--- src/rtl/lcd_line_fmt_if.sv ---
// Character stream from the line formatter to the LCD write engine.
// valid/ready handshake; char_last marks the final character of a line.
interface lcd_line_fmt_if #(
  parameter int CHAR_W = 7
);
  logic [CHAR_W-1:0] char_data;
  logic              char_valid;
  logic              char_ready;
  logic              char_last;

  modport master (
    output char_data,
    output char_valid,
    output char_last,
    input  char_ready
  );

  modport slave (
    input  char_data,
    input  char_valid,
    input  char_last,
    output char_ready
  );
endinterface

--- src/rtl/lcd_line_fmt.sv ---
// Streams one fixed-length ASCII price line per start; first char valid the cycle after start.
// One char per cycle at full ready; while char_ready is low the current char and char_last hold.
module lcd_line_fmt #(
  parameter int PRICE_DIGITS = 4,
  parameter int FRAC_DIGITS  = 2,
  parameter int LINE_LEN     = 16,
  parameter int CHAR_W       = 7
) (
  input  logic                      clk,
  input  logic                      rst,
  input  logic                      start,
  input  logic                      mode_i,
  input  logic [3:0]                qty_i,
  input  logic [4*PRICE_DIGITS-1:0] price_i,
  input  logic                      blank_lz_i,
  lcd_line_fmt_if.master            char_if,
  output logic                      busy,
  output logic                      done,
  output logic                      bcd_err
);

  localparam bit       HAS_DOT     = (FRAC_DIGITS > 0);
  localparam int       INT_DIGITS  = PRICE_DIGITS - FRAC_DIGITS;
  localparam int       PRICE_CHARS = PRICE_DIGITS + (HAS_DOT ? 1 : 0);
  localparam int       POS_W       = $clog2(LINE_LEN);
  localparam logic [3:0] SUB_DOT       = 4'(INT_DIGITS);
  localparam logic [3:0] SUB_PRICE_END = 4'(PRICE_CHARS - 1);
  localparam logic [3:0] SUB_LZ_END    = 4'(INT_DIGITS - 1);
  localparam logic [POS_W-1:0] LAST_POS = POS_W'(LINE_LEN - 1);

  if (PRICE_DIGITS < 2 || PRICE_DIGITS > 8) begin : g_bad_price_digits
    $error("lcd_line_fmt: PRICE_DIGITS must be in 2..8");
  end
  if (FRAC_DIGITS < 0 || FRAC_DIGITS >= PRICE_DIGITS) begin : g_bad_frac_digits
    $error("lcd_line_fmt: FRAC_DIGITS must be below PRICE_DIGITS");
  end
  if (4 + PRICE_CHARS + 1 > LINE_LEN) begin : g_bad_line_len
    $error("lcd_line_fmt: LINE_LEN too short for a total line");
  end

  typedef enum logic [2:0] {
    S_IDLE,
    S_PREFIX,
    S_PRICE,
    S_SUFFIX,
    S_PAD
  } state_t;

  state_t                    state;
  state_t                    state_nxt;
  logic [POS_W-1:0]          pos;
  logic [3:0]                sub;
  logic                      mode_q;
  logic [3:0]                qty_q;
  logic [4*PRICE_DIGITS-1:0] price_q;
  logic                      blank_q;
  logic                      lz_q;
  logic                      err_in;
  logic [6:0]                ch;
  logic [3:0]                dig;
  logic                      is_dot;
  logic                      xfer;
  logic                      at_last;
  logic                      pre_end;

  assign busy               = (state != S_IDLE);
  assign char_if.char_valid = busy;
  assign at_last            = (pos == LAST_POS);
  assign char_if.char_last  = busy && at_last;
  assign char_if.char_data  = CHAR_W'(ch);
  assign xfer               = busy && char_if.char_ready;

  // price_q shifts left per emitted digit, so the current digit is always the top nibble
  assign dig     = price_q[4*PRICE_DIGITS-1 -: 4];
  assign is_dot  = HAS_DOT && (sub == SUB_DOT);
  assign pre_end = mode_q ? (sub == 4'd3) : (sub == 4'd1);

  always_comb begin
    err_in = !mode_i && (qty_i > 4'd9);
    for (int i = 0; i < PRICE_DIGITS; i++) begin
      if (price_i[4*i +: 4] > 4'd9) err_in = 1'b1;
    end
  end

  always_comb begin
    state_nxt = state;
    ch        = 7'h20;
    case (state)
      S_IDLE: begin
        if (start) state_nxt = S_PREFIX;
      end
      S_PREFIX: begin
        if (mode_q) begin
          case (sub[1:0])
            2'd0:    ch = 7'h54;
            2'd1:    ch = 7'h4F;
            2'd2:    ch = 7'h54;
            default: ch = 7'h3A;
          endcase
        end else if (sub == 4'd0) begin
          ch = (qty_q > 4'd9) ? 7'h3F : {3'b011, qty_q};
        end
        if (xfer && pre_end) state_nxt = S_PRICE;
      end
      S_PRICE: begin
        if (is_dot)
          ch = 7'h2E;
        else if (dig > 4'd9)
          ch = 7'h3F;
        else if (blank_q && lz_q && (dig == 4'd0) && (sub < SUB_LZ_END))
          ch = 7'h20;
        else
          ch = {3'b011, dig};
        if (xfer && (sub == SUB_PRICE_END)) state_nxt = S_SUFFIX;
      end
      S_SUFFIX: begin
        ch = 7'h24;
        if (xfer) state_nxt = S_PAD;
      end
      S_PAD: begin
        ch = 7'h20;
      end
      default: begin
        state_nxt = S_IDLE;
      end
    endcase
    // a line may end in SUFFIX when there is no room left for padding
    if (xfer && at_last) state_nxt = S_IDLE;
  end

  always_ff @(posedge clk) begin
    if (rst) begin
      state   <= S_IDLE;
      pos     <= '0;
      sub     <= '0;
      done    <= 1'b0;
      bcd_err <= 1'b0;
      mode_q  <= 1'b0;
      qty_q   <= '0;
      price_q <= '0;
      blank_q <= 1'b0;
      lz_q    <= 1'b0;
    end else begin
      state <= state_nxt;
      done  <= xfer && at_last;
      if (state == S_IDLE) begin
        if (start) begin
          mode_q  <= mode_i;
          qty_q   <= qty_i;
          price_q <= price_i;
          blank_q <= blank_lz_i;
          lz_q    <= 1'b1;
          bcd_err <= err_in;
          pos     <= '0;
          sub     <= '0;
        end
      end else if (xfer) begin
        pos <= pos + 1'b1;
        sub <= (state_nxt != state) ? 4'd0 : sub + 4'd1;
        if ((state == S_PRICE) && !is_dot) begin
          price_q <= price_q << 4;
          // '?' counts as nonzero, ending the blanked run
          if (dig != 4'd0) lz_q <= 1'b0;
        end
      end
    end
  end

endmodule

--- src/flat_wrapper.sv ---
// flat-port wrapper written by rule: the top's interface ports become plain ports
module lcd_line_fmt_flat 
#(
  parameter int PRICE_DIGITS = 4,
  parameter int FRAC_DIGITS  = 2,
  parameter int LINE_LEN     = 16,
  parameter int CHAR_W       = 7
)
  (clk, rst, start, mode_i, qty_i, price_i, blank_lz_i, busy, done, bcd_err, char_if_char_data, char_if_char_valid, char_if_char_last, char_if_char_ready);
  lcd_line_fmt_if #(.CHAR_W(CHAR_W)) char_if_i ();
  input  logic clk;
  input  logic rst;
  input  logic start;
  input  logic mode_i;
  input  logic [3:0] qty_i;
  input  logic [4*PRICE_DIGITS-1:0] price_i;
  input  logic blank_lz_i;
  output logic busy;
  output logic done;
  output logic bcd_err;
  output wire logic [$bits(char_if_i.char_data)-1:0] char_if_char_data;
  output wire logic [$bits(char_if_i.char_valid)-1:0] char_if_char_valid;
  output wire logic [$bits(char_if_i.char_last)-1:0] char_if_char_last;
  input wire logic [$bits(char_if_i.char_ready)-1:0] char_if_char_ready;
  assign char_if_char_data = char_if_i.char_data;
  assign char_if_char_valid = char_if_i.char_valid;
  assign char_if_char_last = char_if_i.char_last;
  assign char_if_i.char_ready = char_if_char_ready;
  lcd_line_fmt #(.PRICE_DIGITS(PRICE_DIGITS), .FRAC_DIGITS(FRAC_DIGITS), .LINE_LEN(LINE_LEN), .CHAR_W(CHAR_W)) u_core (.clk(clk), .rst(rst), .start(start), .mode_i(mode_i), .qty_i(qty_i), .price_i(price_i), .blank_lz_i(blank_lz_i), .char_if(char_if_i), .busy(busy), .done(done), .bcd_err(bcd_err));
endmodule
--- config.mk ---
export PLATFORM = sky130hd
export DESIGN_NAME = lcd_line_fmt_flat
export DESIGN_NICKNAME = d
export VERILOG_FILES = /design/src/rtl/lcd_line_fmt_if.sv /design/src/rtl/lcd_line_fmt.sv /design/src/flat_wrapper.sv
export SDC_FILE = /design/constraint.sdc
export NUM_CORES = 1
export LEC_CHECK = 0
export ABC_CLOCK_PERIOD_IN_PS = 2650
export BUFFER_PORTS_ARGS = -buffer_cell sky130_fd_sc_hd__buf_2
export CORE_ASPECT_RATIO = 2
export CORE_MARGIN = 2
export CORE_UTILIZATION = 55
export CTS_CLUSTER_SIZE = 25
export DETAILED_ROUTE_END_ITERATION = 7
export PLACE_DENSITY = 0.79
export SLEW_MARGIN = 40
export SYNTH_ARGS = -nofsm -noshare
export SYNTH_HDL_FRONTEND = slang
export SYNTH_SLANG_ARGS = --single-unit
--- constraint.sdc ---
create_clock -name clk -period 2.65 [get_ports clk]
set_input_delay 0.795 -clock clk [delete_from_list [all_inputs] [get_ports clk]]
set_output_delay 0.795 -clock clk [all_outputs]
set_load 0.01 [all_outputs]
==> impl_metrics.env <==
export IMPL_grt_first_pass_wirelength_um=7886
export IMPL_avgRoutedWirePerCell_um=14.08
export IMPL_start_util_pct=56.75
export IMPL_post_route_min_period_ns=2.578
export IMPL_p_leak_nw=0.9604
export IMPL_top_layer_used="met4"
export IMPL_final_hold_violation_count=0
export IMPL_drv_slew=0
export IMPL_start_kind="flop"
export IMPL_row_count=31
export IMPL_cts_num_sinks=36
export IMPL_ctsHoldBuffers=0
export IMPL_fin_total_pwr_w=0.001311
export IMPL_clk_latency_ns=0.29
export IMPL_final_cells=346
export IMPL_register_area_um2=725.7
export IMPL_syn_area_mm2=0.002047
export IMPL_dr_first_iter_drc_count=59
export IMPL_antenna_found_initial=0
export IMPL_design_area_mm2=0.002384
export IMPL_cap_violations=0
export IMPL_ys_async_sr_fraction_pct=0
export IMPL_clk_pin_slew_ns=0.07
export IMPL_wl_met1_um=1886
export IMPL_fin_nets=329
export IMPL_drtPass1Iterations=5
export IMPL_via_per_inst=5.673
export IMPL_hold_class="reg2reg"
export IMPL_gp_congestion=0.8682
export IMPL_run_status="complete, no violations"
export IMPL_final_setup_viol_count=0
export IMPL_crit_path_end_kind="output port"
export IMPL_synth_flop_cell="dfxtp_1"
export IMPL_cp_data_required_time_ns=1.86
export IMPL_cts_tree="yes"
export IMPL_tightest_slew_ns=0.5707
export IMPL_grt_usage_pct=25.28
export IMPL_cts_htree_levels=2
export IMPL_pin_count=38
export IMPL_met2_length_um=2645
export IMPL_path_class="reg2out"
export IMPL_grt_overflow=0
export IMPL_dpl_hpwl_um=3689
export IMPL_holdWs_ns=0.4681
export IMPL_clock_fmax_ghz=0.3878
export IMPL_dp_cells=336
export IMPL_synth_warnings=0
export IMPL_period_share_pct=97.30
export IMPL_die_h_um=90.28
export IMPL_slew_headroom_pct=61.96
export IMPL_ys_seq_area_share_pct=35.21
export IMPL_grt_start_max_net_pins=30
export IMPL_synth_seq_cells=36
export IMPL_fin_skew_ns=0.006242
export IMPL_die_area_mm2=0.004255
export IMPL_port_buffers=37
export IMPL_final_layout_size_suffix_gt1_share_pct=24.24
export IMPL_num_vias=1963
export IMPL_synth_avg_cell_area_um2=7.873
export IMPL_drc=0
export IMPL_clockBufferDepth=2
export IMPL_core_region_area_mm2=0.003607
export IMPL_die_w_um=47.14
export IMPL_path_max_fanout=4
export IMPL_final_cell_mix="nand2_1, nor2_1, buf_2"
export IMPL_drt_total_wl_um=4871
export IMPL_area_growth_pct=16.44
export IMPL_synth_distinct_cells=46
export IMPL_p_per_area_mw_per_mm2=549.8
export IMPL_place_area_mm2=0.002243
export IMPL_synth_edf_count=0
export IMPL_wl_met3_um=190
export IMPL_grt_pass1_vias=1821
export IMPL_n_fill_cell=338
export IMPL_synth_nets=293
export IMPL_multi_input_area_mm2=0.001210
export IMPL_root_buffer="clkbuf_8"
export IMPL_antenna_cells=0
export IMPL_peakVddDrop_uv=553.3
export IMPL_worstPathArrival_ns=1.78
export IMPL_final_common_cell="nand2_1"
export IMPL_numCtsBuffers=5
export IMPL_postRouteAntennaNets=0
export IMPL_netlist_instances=260
area by class of cell:
class / instances / share of cell area, %
multi-input combinational: 200 / 50.76
sequential: 36 / 30.45
timing repair buffer: 46 / 10.60
clock buffer: 6 / 3.045
tap: 49 / 2.572
clock inverter: 2 / 1.470
inverter: 7 / 1.102
worst paths after layout:
path / cells after the start / from / end / slack (ns)
worst max-delay path: 6 / u_core.sub[0] / char_if_char_data[4] / 0.07
worst max register to register: 9 / u_core.sub[0] / u_core.price_q[8] / 0.47
worst min register to register: 2 / u_core.blank_q / u_core.blank_q / 0.47
worst min-delay path: 2 / u_core.blank_q / u_core.blank_q / 0.47
cells by family after synthesis:
| logic type | Yosys count | synth area share (%) |
|---|---|---|
| AND/OR/NAND/NOR | 121 | 26.53 |
| AO/OA/AOI/OAI | 70 | 26.77 |
| flip-flops | 36 | 35.21 |
| buffers and inverters | 24 | 6.295 |
| adder cells (fa/ha/maj) | 7 | 4.279 |
| XOR/XNOR | 1 | 0.4280 |
| multiplexers | 1 | 0.4890 |
metrics by stage:
stage	utilization (%)	worst slack (ns)	TNS (ns)
floorplan	-	0.3850	0
global placement	62.19	0.2898	0
detailed placement	62.19	0.2256	0
CTS	65.28	0.02642	0
global route	66.08	-0.007613	-0.007613
finish	66.08	0.07151	0
synth_stat cells (2+ instances only):
cell type	instances	area [um2]
a311oi_2	8	120.1
nand3b_1	2	15.01
nand2_1	49	183.9
o21ai_0	7	35.03
a211oi_1	4	30.03
o22ai_1	3	18.77
a22oi_1	7	52.55
nor3b_1	3	22.52
inv_1	6	22.52
nor2b_1	2	12.51
buf_4	3	22.52
nand3_1	4	20.02
o31ai_1	2	15.01
nor2_1	45	168.9
buf_2	4	20.02
dfxtp_1	36	720.7
clkbuf_1	6	22.52
nand4_1	5	31.28
a311oi_1	4	35.03
a31oi_1	3	18.77
o21a_1	3	22.52
ha_1	7	87.58
a21oi_1	18	90.09
nor3_1	5	25.02
buf_6	3	33.78
flip-flops by register name (all words and copies together), names as in the netlist:
| signal | cells |
|---|---|
| u_core.bcd_err | 1 |
| u_core.blank_q | 1 |
| u_core.done | 1 |
| u_core.lz_q | 1 |
| u_core.mode_q | 1 |
| u_core.pos | 4 |
| u_core.price_q | 16 |
| u_core.qty_q | 4 |
| u_core.state | 3 |
| u_core.sub | 4 |
critical path: stages (launching register included):
cell and delay, ns:
dfxtp_4 0.36, inv_1 0.07, ha_1 0.19, nor3b_2 0.17
or3_4 0.40, o22ai_2 0.16, buf_2 0.15
report_power, final:
| group | internal [W] | switching, W |
|---|---|---|
| combinational | 0.0000957 | 0.000138 |
| clock | 0.000279 | 0.000193 |
| sequential | 0.000573 | 0.0000319 |
| total | 0.000948 | 0.000363 |
metal layers:
metal	global-route usage [%]	vias up
met5	0	-
met4	12.27	0
met3	4.600	11
met2	43.38	55
met1	27.52	901
li1	-	996
what timing repair did:
action | in CTS | in global routing
setup buffers | 0 | 2
endpoints found under the hold margin | 0 | 0
setup endpoints to repair | 3 | 5
pin swaps | 0 | 1
resized for setup | 2 | 5
No activity file was read; power rests on OpenSTA's default activity.
